<file path="config.mk">
export PLATFORM = sky130hd
export DESIGN_NAME = multicycle_control
export DESIGN_NICKNAME = d
export VERILOG_FILES = /design/src/rtl/multicycle_control.sv
export SDC_FILE = /design/constraint.sdc
export NUM_CORES = 1
export LEC_CHECK = 0
export ABC_AREA = 1
export BUFFER_PORTS_ARGS = -buffer_cell sky130_fd_sc_hd__clkbuf_2
export CAP_MARGIN = 5
export CORE_MARGIN = 2
export CORE_UTILIZATION = 30
export CTS_CLUSTER_SIZE = 8
export DETAILED_ROUTE_END_ITERATION = 10
export PLACE_DENSITY = 0.68
export SYNTH_ARGS = -nofsm -noshare
export SYNTH_HDL_FRONTEND = slang
export SYNTH_SLANG_ARGS = --single-unit
</file>
<file path="constraint.sdc">
create_clock -name clk -period 1.06 [get_ports clk]
set_input_delay 0.053 -clock clk [delete_from_list [all_inputs] [get_ports clk]]
set_output_delay 0.053 -clock clk [all_outputs]
set_load 0.01 [all_outputs]
</file>
<file path="src/rtl/multicycle_control.sv">
// multicycle_control: Moore control FSM for a multicycle datapath.
// Define MULTICYCLE_CONTROL_ILLEGAL_TRAP_EN to halt on unlisted 11xxxx opcodes instead of treating them as NOPs.
module multicycle_control #(
  parameter logic [3:0] ADD_SEL = 4'b0000,
  parameter logic [3:0] SUB_SEL = 4'b0001
) (
  input  logic       clk,
  input  logic       reset,
  input  logic [5:0] opcode,
  output logic       PCWrite,
  output logic       PCWriteCond,
  output logic       IRWrite,
  output logic       DMEMWrite,
  output logic       RegWrite,
  output logic       ALUSrcA,
  output logic       RegReadSel,
  output logic [1:0] MemtoReg,
  output logic [1:0] ALUSrcB,
  output logic [1:0] PCSource,
  output logic [3:0] ALUSel,
  output logic       halted,
  output logic       retire,
  output logic [3:0] state_dbg
);
  typedef enum logic [3:0] {
    FETCH = 4'd0, DECODE = 4'd1, EXEC_R = 4'd2, EXEC_I = 4'd3, ALU_WB = 4'd4,
    MEM_RD = 4'd5, MEM_WB = 4'd6, MEM_WR = 4'd7, LIMM_WB = 4'd8, BRANCH = 4'd9,
    JUMP = 4'd10, HALT = 4'd15
  } state_t;
`ifdef MULTICYCLE_CONTROL_ILLEGAL_TRAP_EN
  localparam state_t ILLEGAL_NEXT = HALT;
`else
  localparam state_t ILLEGAL_NEXT = FETCH;
`endif
  state_t state, next;
  logic pcw, pcwc, irw, dmw, rw, ret;
  logic [1:0] cls;
  logic is_ld, is_st, is_limm, is_beq, is_j, is_halt;
  assign cls     = opcode[5:4];
  assign is_ld   = opcode == 6'b110000;
  assign is_st   = opcode == 6'b110001;
  assign is_limm = opcode[5:1] == 5'b11001;
  assign is_beq  = opcode == 6'b110100;
  assign is_j    = opcode == 6'b110110;
  assign is_halt = opcode == 6'b111111;
  always_ff @(posedge clk or posedge reset)
    if (reset) state <= FETCH;
    else state <= next;
  always_comb begin
    next = FETCH;
    pcw = 1'b0;
    pcwc = 1'b0;
    irw = 1'b0;
    dmw = 1'b0;
    rw = 1'b0;
    ret = 1'b0;
    ALUSrcA = 1'b0;
    RegReadSel = 1'b0;
    MemtoReg = 2'b00;
    ALUSrcB = 2'b00;
    PCSource = 2'b00;
    ALUSel = 4'b0000;
    halted = 1'b0;
    case (state)
      FETCH: begin
        irw = 1'b1;
        pcw = 1'b1;
        ALUSrcB = 2'b01;
        ALUSel = ADD_SEL;
        next = DECODE;
      end
      DECODE: begin
        // select R1 early so B is valid when the memory/branch state begins
        RegReadSel = is_ld | is_st | is_limm | is_beq;
        next = cls == 2'b00 ? (opcode[3:0] == 4'd0 ? FETCH : EXEC_R) :
               cls != 2'b11 ? EXEC_I :
               is_ld ? MEM_RD : is_st ? MEM_WR : is_limm ? LIMM_WB :
               is_beq ? BRANCH : is_j ? JUMP : is_halt ? HALT : ILLEGAL_NEXT;
        ret = next == FETCH;
      end
      EXEC_R: begin
        ALUSrcA = 1'b1;
        ALUSel = opcode[3:0];
        next = ALU_WB;
      end
      EXEC_I: begin
        ALUSrcA = 1'b1;
        ALUSrcB = cls == 2'b01 ? 2'b10 : 2'b11;
        ALUSel = opcode[3:0];
        next = ALU_WB;
      end
      ALU_WB: begin
        rw = 1'b1;
        ret = 1'b1;
      end
      MEM_RD: next = MEM_WB;
      MEM_WB: begin
        rw = 1'b1;
        MemtoReg = 2'b01;
        ret = 1'b1;
      end
      MEM_WR: begin
        dmw = 1'b1;
        RegReadSel = 1'b1;
        ret = 1'b1;
      end
      LIMM_WB: begin
        RegReadSel = 1'b1;
        rw = 1'b1;
        MemtoReg = {1'b1, opcode[0]};
        ret = 1'b1;
      end
      BRANCH: begin
        ALUSrcA = 1'b1;
        RegReadSel = 1'b1;
        ALUSel = SUB_SEL;
        pcwc = 1'b1;
        PCSource = 2'b10;
        ret = 1'b1;
      end
      JUMP: begin
        pcw = 1'b1;
        PCSource = 2'b10;
        ret = 1'b1;
      end
      HALT: begin
        halted = 1'b1;
        next = HALT;
      end
      default: next = FETCH;
    endcase
  end
  // reset forces FETCH, whose enables must still be suppressed while reset is held
  assign PCWrite     = pcw & ~reset;
  assign PCWriteCond = pcwc & ~reset;
  assign IRWrite     = irw & ~reset;
  assign DMEMWrite   = dmw & ~reset;
  assign RegWrite    = rw & ~reset;
  assign retire      = ret & ~reset;
  assign state_dbg   = state;
endmodule

</file>
---- After elaboration in Yosys (flattened, before gate mapping) ----
Cells that the tools add are included.
Widths: inputs -> output; s select.
storage, ports and cells
  RAM bits ................................ 0
  memory bits (read-only) ................. 0
  bits in latches ......................... 0
  memories ................................ 0
  logic and storage cells ................. 65
  register bits ........................... 4
operators by class
  div/mod/pow operators ................... 0
  $lt $le $gt $ge ......................... 0
  muxes and demuxes ....................... 24
  equal/unequal tests ..................... 19
  reduce and logical (&&, ||, !) cells .... 11
  bitwise gates (word level) .............. 10
  shift operators ......................... 0
  add/sub/neg operators ................... 0
  multiply operators ...................... 0
operator list
  kind                count
  $mux 4              8
  $eq 6x6->1 const B  5
  $pmux 4 s5          1
  $eq 4x3->1 const B  4
  $eq 4x4->1 const B  4
  $logic_not 4->1     3
  $reduce_or 3->1     3
  $eq 4x2->1 const B  2
  $mux 1              8
  $pmux 2 s2          2
  $pmux 4 s2          1
  $and 1x1->1         6
  $reduce_or 2->1     3
  $reduce_or 6->1     1
  $eq 5x5->1 const B  1
  $eq 4x1->1 const B  1
  $mux 2              2
  $pmux 1 s2          2
  $or 1x1->1          3
  $eq 2x1->1 const B  1
  $logic_not 2->1     1
  $ne 2x2->1 const B  1
  $not 1->1           1

---- Logic depth before layout (Yosys ltp) ----
Gate-level depths: netlist of run 1.
  word-level depth ........................ 12
  depth in mapped cells ................... 9
  mapped depth without buffers ............ 9

---- Worst setup path before layout of run 1 ----
OpenSTA, ideal clock, no wires.
  path type ............................... flip-flop to flip-flop
  start ................................... register state[0] (netlist: state_dbg[0])
  end ..................................... register state[2] (netlist: state_dbg[2])
  path slack .............................. -0.152 ns
  path buffers ............................ 0
  data arrival time ....................... 1.109 ns
  cell stages (with the launch flop) ...... 5
  cells stage by stage .................... dfrtp_1 nand2_1 nor3_1 a21oi_1 o311ai_1
between the ends
  word-level cells in the longest chain between the ends .. 3
  elaborated cells on any way between the ends .. 8
  classes of those cells .................. eq/ne (5); mux (1); reduce/logical (2)
RTL lines
  element                           RTL line  source
  start: declaration                35        state_t state, next;
  start signal: assignment          48        else state <= next;
  $eq 4x2->1                        64        case (state)
  $reduce_or 2->1 (no source line)  --
  $pmux 4 s5 (*)                    64
  net next[2]                       35
Mark *: on every way through the listed nets, which the timed path passes. The rest lies on a longest branch.

---- Final worst setup path of run 1 ----
  start ................................... register state[0] (netlist: state_dbg[0])
  end ..................................... output retire
between the ends
  word-level cells in the longest chain between the ends .. 4
  elaborated cells on any way between the ends .. 10
  classes of those cells .................. eq/ne (7); mux (1); bitwise (1); reduce/logical (1)
RTL lines
  element                                   RTL line  source
  $eq 4x4->1 or $eq 4x3->1 (tied branches)  64
  $reduce_or 6->1 (no source line)          --
  $pmux 1 s2 (*)                            64
  $and 1x1->1 (*)                           139       assign retire = ret & ~reset;
  end: declaration                          22        output logic retire,
Mark *: on every way between the ends. The rest lies on a longest branch, timed or not.

==> results_dict.tcl, run 1 <==
set metrics [dict create \
    finalHoldViolCount 0 \
    crit_fanout 7 \
    drt_iter0_drc 7 \
    synth_seq_cells 4 \
    cts.path.max_buffers 2 \
    yosysTopAreaCellShare_pct 18.7 \
    clockPowerShare_pct 43.5 \
    run_status "complete, but fails checks" \
    yosysTopAreaCell "dfrtp_1" \
    nNetsFinal 167 \
    postSynthCellCount 98 \
    grt_overflow 0 \
    max_freq_mhz 665 \
    placed_cell_area_um2 875 \
    fin_crit_ns 1.50 \
    violations "setup timing" \
    multi_input_area_um2 474 \
    avgRoutedWirePerCell_um 11.0 \
    grt_usage_pct 19.1 \
    antenna_cells 0 \
    fillerInstances 150 \
    yosys_warnings 0 \
    syn_nets 106 \
    dp_cells 171 \
    slew_violations 0 \
    startpoint "state_dbg[0]" \
    r2r_start "state_dbg[1]" \
    grt_pass1_vias 741 \
    utilization_pct 64.2 \
    antenna_found_initial 0 \
    holdPathEnd "state_dbg[0]" \
    p_comb_share_pct 21.2 \
    power.density_mw_per_mm2 397 \
    io_buffers 29 \
    cp.required_ns 1.01 \
    p_sw_share_pct 27.9 \
    synth_cell_types 19 \
    syn_area_per_cell_um2 5.46 \
    viasPerCell 4.61 \
    worstSetupEndpointType "output port" \
    fp.dieArea_mm2 0.00214 \
    die_height_um 46.3 \
    cts.clk_slew.worst_paths_ns 0.04 \
    drt-total-wl_mm 2.01 \
    place_congestion 0.833 \
    worstHoldPathCells 5 \
    ir_drop_mv 0.537 \
    dieWidth_um 46.3 \
    power.internal_w 0.000314 \
    p_leak_nw 0.607 \
    post-route-period-util_pct 142 \
    synth-seq-area-share_pct 18.7 \
    regArea_um2 104 \
    grt_pass1_wl_mm 2.95 \
    power.switching_w 0.000122 \
    synthToLayoutAreaGrowth_pct 105 \
    largest_reg_flops 4 \
    worstSetupPathType "reg2out" \
    htree_num_levels 1 \
    post-place-ws_ns -0.156 \
    cts_buffers 3 \
    ff2ff_setup_slack_ns -0.20 \
    coreArea_mm2 0.00171 \
    hold_ws_ns 0.221 \
    grt_setup_unrepaired "yes" \
    drc 0 \
    initial_utilization_pct 31.4 \
    hold_class "in2reg" \
    grt_max_degree 8 \
    postLayoutCellArea_mm2 0.00110 \
    setup_slack_ns -0.444 \
    clock_latency_ns 0.24 \
    fin_cells 182 \
    r2r_end "state_dbg[2]" \
    drtPass1Iterations 6 \
    rr_worst_depth 5 \
    io_pins 31 \
    holdCritStartpoint "opcode[5]" \
    sequentialPowerShare_pct 35.3 \
    setup_viol 22 \
    drive_gt1_share_pct 61.1 \
    postRouteAntennaNets 0 \
    dp_hpwl_mm 1.39 \
    rows 15 \
    clock_sinks 4 \
    syn_area_um2 536 \
    fin_skew_ns 0.00510 \
    cts_tree "done" \
    synthTopCellsByArea "dfrtp_1, nand2_1, nor2_1" \
    root_buffer "clkbuf_4" \
    cp.arrival_ns 1.45 \
    worstSetupStartpointType "register" \
    drv_cap 0 \
    vias 839 \
]
## logic make-up after synthesis
kind of cell / after synthesis / share of synthesized area [%]
AO/OA/AOI/OAI: 9 / 10.3
flip-flops: 4 / 18.7
other: 1 / 0.700
buffers and inverters: 18 / 13.3
AND/OR/NAND/NOR: 66 / 57.0
## routing by layer
layer / track usage (%) / part of all wire (%)
met5: 0 / 0
met4: 6.86 / 0.85
met3: 0 / 3.3
met2: 39.2 / 56
met1: 20.2 / 39
## cell usage after synthesis
cell and number:
o311ai_1 1, nand3_2 1, inv_1 16, conb_1 1, o21ai_0 4, o211ai_1 1
dfrtp_1 4, a21oi_2 1, inv_2 1, buf_4 1, a21oi_1 2, nor3_1 2
nand4_1 5, nand3_1 11, nand2_2 3, nand2_1 20, nor2_2 3, nor2_4 1
nor2_1 20
## cells in the final DEF, fill, tap and decap left out, drive strengths merged
cell	n
a21oi	3
buf	39
clkbuf	20
conb	1
dfrtp	4
dlygate4sd3	1
inv	17
nand2	23
nand3	12
nand4	5
nor2	24
nor3	2
o211ai	1
o21ai	4
o311ai	1
## cell type report
type,count,share of cell area [%]
clock buffer,3,2.05
inverter,17,6.50
multi-input combinational,76,43.2
sequential,4,9.46
tap,25,2.85
timing repair buffer,57,35.9
## through the flow
stage,total power [W],setup TNS (ns)
detailed placement,0.000241,-1.21
CTS,0.000437,-5.76
global route,0.000455,-7.17
global placement,0.000238,-1.03
finish,0.000435,-5.73
floorplan,0.000198,-0.120
## repair_timing
item | 4_1_cts | 5_1_grt
setup endpoints to repair | 22 | 22
gates cloned | 0 | 0
endpoints found under the hold margin | 4 | 0
gates resized for setup | 19 | 30
pin swaps | 4 | 4
hold buffers | 1 | 0
setup buffers | 6 | 3
## worst max path at each step
stage,endpoint,slack [ns],depth (start not counted)
final,retire,-0.44,7
after floorplan,retire,-0.1,7
after global routing,retire,-0.51,7
after global placement,retire,-0.14,8
after CTS,retire,-0.38,8
after detailed placement,retire,-0.16,8
## critical path, cell delays in order (launching register included)
cell     delay (ns)
dfrtp_2        0.45
nand2_2        0.14
inv_2          0.06
nand2_2        0.08
nand4_1        0.09
nor2_1         0.18
a21oi_2        0.08
buf_2          0.14
## power by group through the flow
stage / Combinational [W] / Clock, W / Sequential [W]
floorplan: 0.0000421 / 0 / 0.000155
global route: 0.000103 / 0.000198 / 0.000153
detailed placement: 0.0000856 / 0 / 0.000155
global placement: 0.0000826 / 0 / 0.000155
finish: 0.0000923 / 0.000190 / 0.000154
CTS: 0.0000895 / 0.000194 / 0.000153
(Power assumes the default switching activity.)
==> run 2, diff against run 1 <==
- MAX_ROUTING_LAYER: unset -> met4
==> run 2 against run 1 <==
Effect of this change: the flow still finishes with violations (setup timing); worst setup slack better by 0.0029 ns; cell count is the same; global-route usage is 0.39 points higher; clock power about the same; total power up 0.11%; sequential power about the same; hold slack better by 0.0017 ns; first-iteration DRC count increased by 14%; clock skew stayed put; die area is the same; count of clock-buffer cells in the layout is the same; largest cell class unchanged; largest power group unchanged.
==> results_dict.tcl, run 2 (synthesized netlist as in run 1, its figures left out) <==
set metrics [dict create \
    cp.required_ns 1.01 \
    rr_worst_depth 5 \
    final_cell_mix "buf_4, clkbuf_2, nor2_1" \
    clock_sinks 4 \
    fp.dieArea_mm2 0.00214 \
    cp.arrival_ns 1.45 \
    die_height_um 46.3 \
    postRouteAntennaNets 0 \
    cts_tree "done" \
    cts.clk_slew.worst_paths_ns 0.04 \
    io_buffers 29 \
    drc 0 \
    holdCritStartpoint "opcode[5]" \
    fin_crit_ns 1.50 \
    slowest_stage "dfrtp_2" \
    run_status "complete, but fails checks" \
    drive_gt1_share_pct 61.1 \
    ir_drop_mv 0.537 \
    antenna_cells 0 \
    fin_cells 182 \
    power.density_mw_per_mm2 397 \
    clock_latency_ns 0.24 \
    grt_overflow 0 \
    antenna_found_initial 0 \
    drtPass1Iterations 4 \
    vias 844 \
    coreArea_mm2 0.00171 \
    highest_layer "met4" \
    cpPeakStageDelay_ns 0.45 \
    fin_skew_ns 0.00510 \
    layout_commonest_cell "buf_4" \
    root_buffer "clkbuf_4" \
    worstSetupEndpointType "output port" \
    r2r_start "state_dbg[1]" \
    grt_pass1_wl_mm 2.92 \
    hold_ws_ns 0.223 \
    synthToLayoutAreaGrowth_pct 105 \
    io_pins 31 \
    largest_reg_flops 4 \
    crit_path_frequent_cell "nand2_2" \
    dp_hpwl_mm 1.39 \
    wl_met3_um 68 \
    drt_iter0_drc 8 \
    initial_utilization_pct 31.4 \
    drt-total-wl_mm 2.00 \
    worstHoldPathCells 5 \
    r2r_end "state_dbg[2]" \
    setup_slack_ns -0.441 \
    violations "setup timing" \
    path_cells "nand2_2, inv_2, nand2_2, nand4_1, nor2_1, a21oi_2, buf_2" \
    rows 15 \
    crit_fanout 7 \
    worstSetupStartpointType "register" \
    grt_setup_unrepaired "yes" \
    ff2ff_setup_slack_ns -0.19 \
    post-place-ws_ns -0.156 \
    finalHoldViolCount 0 \
    placed_cell_area_um2 875 \
    dp_cells 171 \
    grt_max_degree 8 \
    viasPerCell 4.64 \
    cts.path.max_buffers 2 \
    cts_buffers 3 \
    wl_met1_um 773 \
    dieWidth_um 46.3 \
    grt_pass1_vias 741 \
    drv_cap 0 \
    setup_viol 22 \
    hold_class "in2reg" \
    avgRoutedWirePerCell_um 11.0 \
    nNetsFinal 167 \
    postLayoutCellArea_mm2 0.00110 \
    worstSetupPathType "reg2out" \
    holdPathEnd "state_dbg[0]" \
    htree_num_levels 1 \
    met2_length_mm 1.14 \
    post-route-period-util_pct 142 \
    slew_violations 0 \
    fillerInstances 150 \
    max_freq_mhz 666 \
    place_congestion 0.846 \
    grt_usage_pct 19.5 \
    p_leak_nw 0.607 \
]
run 2: how the worst max path moves through the flow:
stage / start / to / slack (ns) / cells past startpoint
2_1_floorplan: state_dbg[2] / retire / -0.1 / 7
5_1_grt: state_dbg[0] / retire / -0.51 / 7
3_5_place_dp: state_dbg[1] / retire / -0.16 / 8
6_report: state_dbg[0] / retire / -0.44 / 7
4_1_cts: state_dbg[2] / retire / -0.38 / 8
3_3_place_gp: state_dbg[1] / retire / -0.14 / 8
run 2: metrics by stage:
stage / power [W] / utilization [%] / setup TNS, ns
floorplan: 0.000198 / - / -0.120
global placement: 0.000238 / 51.2 / -1.03
detailed placement: 0.000241 / 51.2 / -1.21
CTS: 0.000437 / 58.8 / -5.76
global route: 0.000455 / 64.2 / -7.16
finish: 0.000436 / 64.2 / -5.67
run 2: where the power goes:
part	switching, W	leakage (nW)	total (W)	internal, W
registers	0	0.0341	0.000154	0.000154
clock network	0.0000629	0.0138	0.000190	0.000127
logic	0.0000591	0.559	0.0000928	0.0000337
total	0.000122	0.607	0.000436	0.000314
run 2: worst max-delay path, delay by kind of cell, from the launching register on:
| kind | cells | cell delay [ns] |
|---|---|---|
| AOI/OAI and AO/OA | 1 | 0.08 |
| buffers and inverters | 2 | 0.20 |
| DFF | 1 | 0.45 |
| and+or+nand+nor | 4 | 0.49 |
run 2: area by class of cell:
| class | instances | area [um^2] | area share [%] |
|---|---|---|---|
| clock buffers | 3 | 22.5 | 2.05 |
| inverters | 17 | 71.3 | 6.50 |
| multi-input cells | 76 | 474 | 43.2 |
| flip-flops and latches | 4 | 104 | 9.46 |
| well taps | 25 | 31.3 | 2.85 |
| repair buffers | 57 | 394 | 35.9 |
run 2: what timing repair did:
item / CTS / global route
setup buffers: 6 / 3
pin swaps: 4 / 4
endpoints found under the setup margin: 22 / 22
resized for setup: 19 / 30
endpoints found under the hold margin: 4 / 0
hold buffers: 1 / 0
run 2: metal layers:
layer,global-route usage (%),vias up
li1,-,435
met1,19.7,386
met2,39.2,21
met3,0,2
met4,6.86,0
met5,-,-
